[src/rtl/capture_pkg.sv]
// Shared definitions for the frame-capture controller: state encoding and frame geometry.
package capture_pkg;
  typedef enum logic [1:0] {
    LIVE    = 2'd0,
    ARMED   = 2'd1,
    CAPTURE = 2'd2,
    HOLD    = 2'd3
  } state_t;

  localparam int DEFAULT_FRAME_PIXELS = 76800;
  localparam int CNT_W                = 17;
endpackage

[src/rtl/capture_ctrl_if.sv]
// Camera/frame-buffer handshake bundle for capture_ctrl; master drives the camera side.
interface capture_ctrl_if;
  import capture_pkg::*;

  logic             capture_in;
  logic             release_in;
  logic             pixel_valid_in;
  logic             frame_done_in;
  logic             we_out;
  logic [1:0]       state_out;
  logic             frozen_out;
  logic             capture_done_out;
  logic             error_out;
  logic [CNT_W-1:0] pixel_count_out;

  modport master (
    output capture_in, release_in, pixel_valid_in, frame_done_in,
    input  we_out, state_out, frozen_out, capture_done_out, error_out, pixel_count_out
  );

  modport slave (
    input  capture_in, release_in, pixel_valid_in, frame_done_in,
    output we_out, state_out, frozen_out, capture_done_out, error_out, pixel_count_out
  );
endinterface

[src/rtl/rising_edge_detect.sv]
// Single-register rising-edge detector; reset loads the current level so a held input gives no edge.
module rising_edge_detect (
  input  logic clk,
  input  logic rst,
  input  logic level,
  output logic rise
);
  logic prev;

  always_ff @(posedge clk) begin
    prev <= level;
  end

  assign rise = level & ~prev & ~rst;
endmodule

[src/rtl/capture_ctrl.sv]
// Freezes one complete camera frame in the frame buffer on request, retrying short/long frames.
module capture_ctrl
  import capture_pkg::*;
#(
  parameter int FRAME_PIXELS = DEFAULT_FRAME_PIXELS,
  parameter int RETRY_MAX    = 3
) (
  input logic           clk_in,
  input logic           rst_in,
  capture_ctrl_if.slave bus
);
  localparam int                 RETRY_W   = $clog2(RETRY_MAX + 1);
  localparam logic [CNT_W-1:0]   FULL      = CNT_W'(FRAME_PIXELS);
  localparam logic [CNT_W-1:0]   OVER      = CNT_W'(FRAME_PIXELS + 1);
  localparam logic [RETRY_W-1:0] RETRY_LIM = RETRY_W'(RETRY_MAX);

  state_t             state;
  logic               write_allowed;
  logic               frozen;
  logic               done;
  logic               error;
  logic [CNT_W-1:0]   pixel_count;
  logic [CNT_W-1:0]   cnt_inc;
  logic [RETRY_W-1:0] retry;
  logic [RETRY_W-1:0] retry_inc;
  logic               cap_rise;
  logic               rel_rise;

  rising_edge_detect u_cap_edge (
    .clk   (clk_in),
    .rst   (rst_in),
    .level (bus.capture_in),
    .rise  (cap_rise)
  );

  rising_edge_detect u_rel_edge (
    .clk   (clk_in),
    .rst   (rst_in),
    .level (bus.release_in),
    .rise  (rel_rise)
  );

  // Pixel counted before the length check; stops one past full to flag an overlong frame.
  always_comb begin
    cnt_inc = pixel_count;
    if (state == CAPTURE && bus.pixel_valid_in && pixel_count < OVER)
      cnt_inc = pixel_count + 1'b1;
  end

  assign retry_inc = retry + 1'b1;

  always_ff @(posedge clk_in) begin
    if (rst_in) begin
      state         <= LIVE;
      write_allowed <= 1'b1;
      frozen        <= 1'b0;
      done          <= 1'b0;
      error         <= 1'b0;
      pixel_count   <= '0;
      retry         <= '0;
    end else begin
      done <= 1'b0;
      case (state)
        LIVE: begin
          write_allowed <= 1'b1;
          if (cap_rise && !rel_rise) begin
            state <= ARMED;
            error <= 1'b0;
          end
        end
        ARMED: begin
          if (rel_rise) begin
            state <= LIVE;
          end else if (bus.frame_done_in) begin
            state       <= CAPTURE;
            pixel_count <= '0;
            retry       <= '0;
          end
        end
        CAPTURE: begin
          if (rel_rise) begin
            state         <= LIVE;
            write_allowed <= 1'b1;
            retry         <= '0;
          end else if (bus.frame_done_in) begin
            if (cnt_inc == FULL) begin
              state         <= HOLD;
              pixel_count   <= cnt_inc;
              write_allowed <= 1'b0;
              frozen        <= 1'b1;
              done          <= 1'b1;
              retry         <= '0;
            end else if (retry_inc < RETRY_LIM) begin
              pixel_count   <= '0;
              write_allowed <= 1'b1;
              retry         <= retry_inc;
            end else begin
              state         <= LIVE;
              pixel_count   <= cnt_inc;
              write_allowed <= 1'b1;
              error         <= 1'b1;
              retry         <= '0;
            end
          end else begin
            pixel_count   <= cnt_inc;
            write_allowed <= (cnt_inc < FULL);
          end
        end
        HOLD: begin
          if (rel_rise) begin
            state         <= LIVE;
            frozen        <= 1'b0;
            write_allowed <= 1'b1;
          end
        end
        default: state <= LIVE;
      endcase
    end
  end

  assign bus.we_out           = bus.pixel_valid_in & write_allowed;
  assign bus.state_out        = state;
  assign bus.frozen_out       = frozen;
  assign bus.capture_done_out = done;
  assign bus.error_out        = error;
  assign bus.pixel_count_out  = pixel_count;
endmodule

[src/flat_wrapper.sv]
// flat-port wrapper written by rule: the top's interface ports become plain ports
module capture_ctrl_flat import capture_pkg::*;
#(
  parameter int FRAME_PIXELS = DEFAULT_FRAME_PIXELS,
  parameter int RETRY_MAX    = 3
)
  (clk_in, rst_in, bus_capture_in, bus_release_in, bus_pixel_valid_in, bus_frame_done_in, bus_we_out, bus_state_out, bus_frozen_out, bus_capture_done_out, bus_error_out, bus_pixel_count_out);
  capture_ctrl_if bus_i ();
  input logic clk_in;
  input logic rst_in;
  input wire logic [$bits(bus_i.capture_in)-1:0] bus_capture_in;
  input wire logic [$bits(bus_i.release_in)-1:0] bus_release_in;
  input wire logic [$bits(bus_i.pixel_valid_in)-1:0] bus_pixel_valid_in;
  input wire logic [$bits(bus_i.frame_done_in)-1:0] bus_frame_done_in;
  output wire logic [$bits(bus_i.we_out)-1:0] bus_we_out;
  output wire logic [$bits(bus_i.state_out)-1:0] bus_state_out;
  output wire logic [$bits(bus_i.frozen_out)-1:0] bus_frozen_out;
  output wire logic [$bits(bus_i.capture_done_out)-1:0] bus_capture_done_out;
  output wire logic [$bits(bus_i.error_out)-1:0] bus_error_out;
  output wire logic [$bits(bus_i.pixel_count_out)-1:0] bus_pixel_count_out;
  assign bus_i.capture_in = bus_capture_in;
  assign bus_i.release_in = bus_release_in;
  assign bus_i.pixel_valid_in = bus_pixel_valid_in;
  assign bus_i.frame_done_in = bus_frame_done_in;
  assign bus_we_out = bus_i.we_out;
  assign bus_state_out = bus_i.state_out;
  assign bus_frozen_out = bus_i.frozen_out;
  assign bus_capture_done_out = bus_i.capture_done_out;
  assign bus_error_out = bus_i.error_out;
  assign bus_pixel_count_out = bus_i.pixel_count_out;
  capture_ctrl #(.FRAME_PIXELS(FRAME_PIXELS), .RETRY_MAX(RETRY_MAX)) u_core (.clk_in(clk_in), .rst_in(rst_in), .bus(bus_i));
endmodule
[config.mk]
export PLATFORM = sky130hd
export DESIGN_NAME = capture_ctrl_flat
export DESIGN_NICKNAME = d
export VERILOG_FILES = /design/src/rtl/capture_pkg.sv /design/src/rtl/capture_ctrl_if.sv /design/src/rtl/rising_edge_detect.sv /design/src/rtl/capture_ctrl.sv /design/src/flat_wrapper.sv
export SDC_FILE = /design/constraint.sdc
export NUM_CORES = 1
export LEC_CHECK = 0
export ABC_CLOCK_PERIOD_IN_PS = 3200
export CAP_MARGIN = 20
export CORE_UTILIZATION = 51
export CTS_BUF_LIST = sky130_fd_sc_hd__clkbuf_4
export DETAILED_ROUTE_END_ITERATION = 8
export PLACE_DENSITY = 0.79
export SLEW_MARGIN = 20
export SYNTH_ARGS = -nofsm -noshare
export SYNTH_HDL_FRONTEND = slang
export SYNTH_SLANG_ARGS = --single-unit
[constraint.sdc]
create_clock -name clk_in -period 3.2 [get_ports clk_in]
set_clock_uncertainty 0.15 [all_clocks]
set_input_delay 0.64 -clock clk_in [delete_from_list [all_inputs] [get_ports clk_in]]
set_output_delay 0.64 -clock clk_in [all_outputs]
set_load 0.01 [all_outputs]
### Yosys cells after proc, flatten, opt, wreduce, memory -nomap -nowiden

Cells that the tools add are included.

| word-level totals | value |
|---|---|
| flip-flop bits (word level) | 27 |
| output and inout port bits | 23 |
| logic and storage cells | 97 |

| operators by class | value |
|---|---|
| $add $sub $neg | 2 |
| magnitude comparators | 3 |
| eq/ne operators | 16 |
| mux-type cells | 41 |
| bitwise logic cells | 10 |
| reductions and logical operators | 16 |

Operators by type and width:

| cell | number |
|---|---|
| 2-to-1 mux 17 bit | 7 |
| < comparator 17 bit (second input constant) | 2 |
| one-hot mux 17 bit (2 select lines) | 1 |
| 2-to-1 mux 2 bit | 14 |
| adder 17 x 1 -> 17 bit (second input constant) | 1 |
| equality test 17 bit (second input constant) | 1 |
| 2-to-1 mux 1 bit | 14 |
| inequality test 2 bit (second input constant) | 7 |
| AND reduction 5 bit | 2 |
| one-hot mux 2 bit (4 select lines) | 1 |
| AND reduction 4 bit | 2 |
| inequality test 3 x 2 -> 1 bit (second input constant) | 2 |
| AND reduction 6 bit | 1 |
| nonzero test 2 bit | 3 |
| AND 1 bit | 5 |
| inverter 1 bit | 5 |
| equality test 2 bit (second input constant) | 2 |
| inequality test 2 x 1 -> 1 bit (second input constant) | 2 |
| inequality test 4 x 3 -> 1 bit (second input constant) | 1 |
| one-hot mux 1 bit (2 select lines) | 2 |
| one-hot mux 2 bit (2 select lines) | 1 |
| OR reduction 4 bit | 1 |
| logical AND 1 bit | 3 |
| one-hot mux 1 bit (3 select lines) | 1 |
| 7 further kinds | 7 |

### Depth between registers and ports, before layout

| logic depth | value |
|---|---|
| word-level depth | 9 |
| depth in mapped cells | 10 |
| gate-level depth less buffers | 9 |

### Modules after synthesis

A second synthesis with hierarchy kept.

| second synthesis, totals | value |
|---|---|
| cells, all modules | 266 |
| area total of the unflattened synthesis | 2011.9 µm² |

Modules (own cells, without submodules):

| module | instances | cells an instance | area an instance (µm²) | seq. area each (µm²) |
|---|---|---|---|---|
| capture_ctrl | 1 | 262 | 1946.9 | 500.5 |
| rising_edge_detect | 2 | 2 | 32.5 | 20.0 |

### Worst setup path before layout

Ideal clock, no wire load.

| path | value |
|---|---|
| kind | register -> register |
| from | register u_core.pixel_count[0], in the netlist u_core.bus.pixel_count_out[0] |
| to | register u_core.frozen, in the netlist u_core.bus.frozen_out |
| data arrival time | 2.876 ns |
| data required time | 2.971 ns |
| slack | 0.095 ns |
| cell stages (with the launch flop) | 11 |
| path buffers | 2 |
| period minus slack after synthesis | 3.105 ns |
| path through | dfxtp_1 buf_6 or4_4 or4_4 a21oi_4 nand4_1 a2111oi_2 and4_1 buf_6 a41oi_2 a211oi_2 |

| on the way | value |
|---|---|
| word-level cells in the longest chain between the ends | 6 |

Ends and longest elaborated chain:

| item | line | text |
|---|---|---|
| start, declared | capture_ctrl.sv:22 | `logic [CNT_W-1:0] pixel_count;` |
| start signal, assigned | capture_ctrl.sv:88 | `pixel_count <= cnt_inc;` |
| start signal, assigned | capture_ctrl.sv:99 | `pixel_count <= cnt_inc;` |
| start signal, assigned | capture_ctrl.sv:105 | `pixel_count <= cnt_inc;` |
| < comparator 17 bit | capture_ctrl.sv:46 | `if (state == CAPTURE && bus.pixel_valid_in && pixel_count < OVER)` |
| logical AND 1 bit | capture_ctrl.sv:46 |  |
| 2-to-1 mux 17 bit * | capture_ctrl.sv:46 |  |
| equality test 17 bit * | capture_ctrl.sv:86 | `if (cnt_inc == FULL) begin` |
| inequality test 2 bit (no source line) * | -- |  |
| AND reduction 5 bit (no source line) * | -- |  |
| end signal, assigned | capture_ctrl.sv:56 | `frozen <= 1'b0;` |
| end signal, assigned | capture_ctrl.sv:90 | `frozen <= 1'b1;` |
| end signal, assigned | capture_ctrl.sv:112 | `frozen <= 1'b0;` |
| end, declared | capture_ctrl.sv:19 | `logic frozen;` |

Mark *: on every way between the ends. The rest lies on a longest branch, timed or not.
A chain may end at the register's enable or synchronous reset.

### Worst setup path after layout

| path | value |
|---|---|
| from | register u_core.pixel_count[2], in the netlist u_core.bus.pixel_count_out[2] |
| to | register u_core.frozen, in the netlist u_core.bus.frozen_out |

The elaborated chain is that of the path after synthesis.

==> out/summary.txt <==
vias in the first global route - 2071
Critical R2R Launch - u_core.bus.pixel_count_out[2]$_SDFFE_PP0P_
Post-Synthesis Cells - 266
CP Data Arrival Time - 3.20 ns
Slew @ Worst Pin - 1.050 ns
routed vias - 2208
#FFs+latches synth - 27
Port Buffers - 28
power per cell area - 211.7 mW/mm^2
fill count - 331
row cnt - 22
nets - 330
first-pass GRT wire length - 9.653 mm
cts hold-fix bufs - 0
minimum clock period - 3.074 ns
ys async rst share - 0%
Die H - 64.30 microns
DRC errors left - 0
number of routed nets with antenna violations - 0
pre-CTS setup slack - -0.1656 ns
clock insertion delay at the later pin of the skew report - 0.34 ns
final setup margin - 0.1259 ns
IR drop worst, VDD - 0.2749 mV
Area contributors post-synth - dfxtp_1 27%, nand2_1 9.1%, o221ai_1 5.3%, nor2_1 5.1%, nor3_1 3.0%
clock power share - 28.7%
Crit Path Class - reg -> reg
Yosys top cell area share - 27.31%
status - completed
IO Pins - 29
Routed WL - 5.411 mm
Wirelength per Cell - 14.62 microns
predominant post-synthesis flop cell - dfxtp_1
r2r setup slk - 0.13 ns
worst hold slack - 0.3587 ns
share of cells above drive strength 1 - 19.88%
Die Area - 0.004134 sq mm
Worst Setup End Kind - flip-flop
endpoints failing setup - 0
Worst Path Required - 3.33 ns
Crit Path Max Fanout - 5
Storage cell area - 544.3 sq um
Die X - 64.30 microns
core footprint - 0.003689 sq mm
average cell area after synthesis - 7.441 sq um
Critical Path Source Type - flip-flop
Switching Share - 25.73%
clock-pin slew on the worst setup and hold paths - 0.16 ns
Post-synth EDFFs - 0
syn_nets - 273
initial antenna violation count - 0
hpwl dp - 4.174 mm
Achievable Freq - 325.3 MHz
CTS tree - built
Worst R2R End - u_core.bus.frozen_out$_SDFFE_PP0P_
DRT Pass-1 Iters - 4
Critical Path End - u_core.bus.frozen_out$_SDFFE_PP0P_
Final GP Congestion - 0.9571
fin crit share - 96.07%
sw power - 141.1 uW
fin util - 70.22%
GRT Overall Usage - 29.43%
number of DRC markers in iteration 0 - 177
crit path launch - u_core.bus.pixel_count_out[2]$_SDFFE_PP0P_
Root Driver - clkbuf_4
post-route design area - 0.002590 sq mm
unrepaired setup endpoints after global routing - false
pins over their slew limit - 0
CTS Buffer Depth - 2
Seq pwr share - 62.0%
Max Cap Viol - 0
setup tns final - 0 ns
top-count cell post-synth - nand2_1
Multi-input gate area - 0.001336 sq mm
Syn Std Cell Area - 0.001979 sq mm
count of cell types in the netlist - 55
Yosys top cell by area - dfxtp_1
H-Tree Depth - 1
most common library cells after synthesis - 48 x nand2_1, 27 x dfxtp_1, 27 x nor2_1
Placed Instance Area - 0.002556 sq mm
total number of yosys warnings - 0
Area Growth Syn to Fin - 30.85%
Inserted Clock Buffers - 3
relative slew slack - 29.48%
Vias/cell - 5.968
number of diodes - 0
Gate power share - 9.3%
largest net degree at the start of global routing - 18
cell-internal power - 407.3 uW
Initial Util - 53.66%
Fin. Hold Viols - 0
hold crit path type - reg -> reg
gr ovfl total - 0
leak pwr - 0.001047 uW
Sink Count - 27
Seq/Total Area, Yosys - 27.31%
R2R depth - 9
==> routing by layer <==
layer / GRT usage [%] / vias to the layer above / share of wire (%)
li1: - / 1094 / -
met1: 41.24 / 1037 / 46
met2: 46.32 / 69 / 48
met3: 3.929 / 8 / 5.1
met4: 9.167 / 0 / 1.3
met5: 0 / - / 0
==> logic make-up (layout without fill, tap and decap cells) <==
group	Yosys count	count (layout)	share of synthesized area [%]
adder cells (fa/ha/maj)	1	1	0.6320
XOR/XNOR	6	6	2.655
buffers and inverters	23	79	5.436
multiplexers	2	2	1.138
AO/OA/AOI/OAI	70	70	27.31
flip-flops	27	27	27.31
AND/OR/NAND/NOR	137	137	35.52
==> critical path, stage by stage, from the launching register on <==
cell,delay (ns)
dfxtp_1,0.44
nand4_2,0.17
or4_1,0.60
or3_1,0.36
a21o_1,0.21
a2111oi_2,0.31
and4_4,0.31
buf_4,0.15
a41oi_2,0.12
a211oi_2,0.20
==> area by class of cell <==
type	instances	share of cell area [%]
clock buffer	3	0.8696
clock inverter	1	0.1932
inverter	3	0.4348
multi-input combinational	216	51.59
sequential	27	21.01
tap	48	2.319
timing repair buffer	72	23.57
==> worst min path at each step <==
stage	cells past startpoint	from	endpoint
after detailed placement	1	u_core.bus.error_out$_SDFFE_PP0P_	u_core.bus.error_out$_SDFFE_PP0P_
final	2	u_core.retry[0]$_SDFFE_PP0P_	u_core.retry[0]$_SDFFE_PP0P_
after global routing	2	u_core.retry[0]$_SDFFE_PP0P_	u_core.retry[0]$_SDFFE_PP0P_
after floorplan	2	u_core.retry[0]$_SDFFE_PP0P_	u_core.retry[0]$_SDFFE_PP0P_
after CTS	2	u_core.retry[0]$_SDFFE_PP0P_	u_core.retry[0]$_SDFFE_PP0P_
after global placement	1	u_core.bus.error_out$_SDFFE_PP0P_	u_core.bus.error_out$_SDFFE_PP0P_
==> per-stage QoR <==
step                instances  power (uW)
floorplan                 266       374.8
global placement          366       396.8
detailed placement        366       397.9
finish                    370       548.4
CTS                       370       547.7
global route              370       566.9
==> cells in the final DEF (no fill, tap or decap), types with 5 or more instances in the layout <==
cell type        count
nor3_1              12
clkdlybuf4s50_1     28
o21ai_0              9
xnor2_1              5
nor2_1              26
o221ai_1            12
o21a_1               6
dfxtp_1             24
buf_4               44
nand2b_1             5
nand2_1             48
a21oi_1              7
and2_1               9
==> power groups by stage <==
stage	registers, uW	clock network [uW]	logic [uW]
floorplan	348	0	27.1
global placement	347	0	49.7
detailed placement	347	0	50.7
CTS	340	157	50.9
global route	340	170	56.5
finish	340	158	50.9
==> registers in the layout (all words and copies together) (netlist names) <==
name	count
u_core.bus.capture_done_out	1
u_core.bus.error_out	1
u_core.bus.frozen_out	1
u_core.bus.pixel_count_out	17
u_core.bus.state_out	2
u_core.retry	2
u_core.u_cap_edge.prev	1
u_core.u_rel_edge.prev	1
u_core.write_allowed	1
==> repair_timing <==
| action | 4_1_cts | 5_1_grt |
|---|---|---|
| buffers inserted | 0 | 0 |
| setup endpoints to repair | 0 | 22 |
| hold endpoints to repair | 0 | 0 |
| gates resized for setup | 0 | 7 |
(Power assumes the default switching activity.)
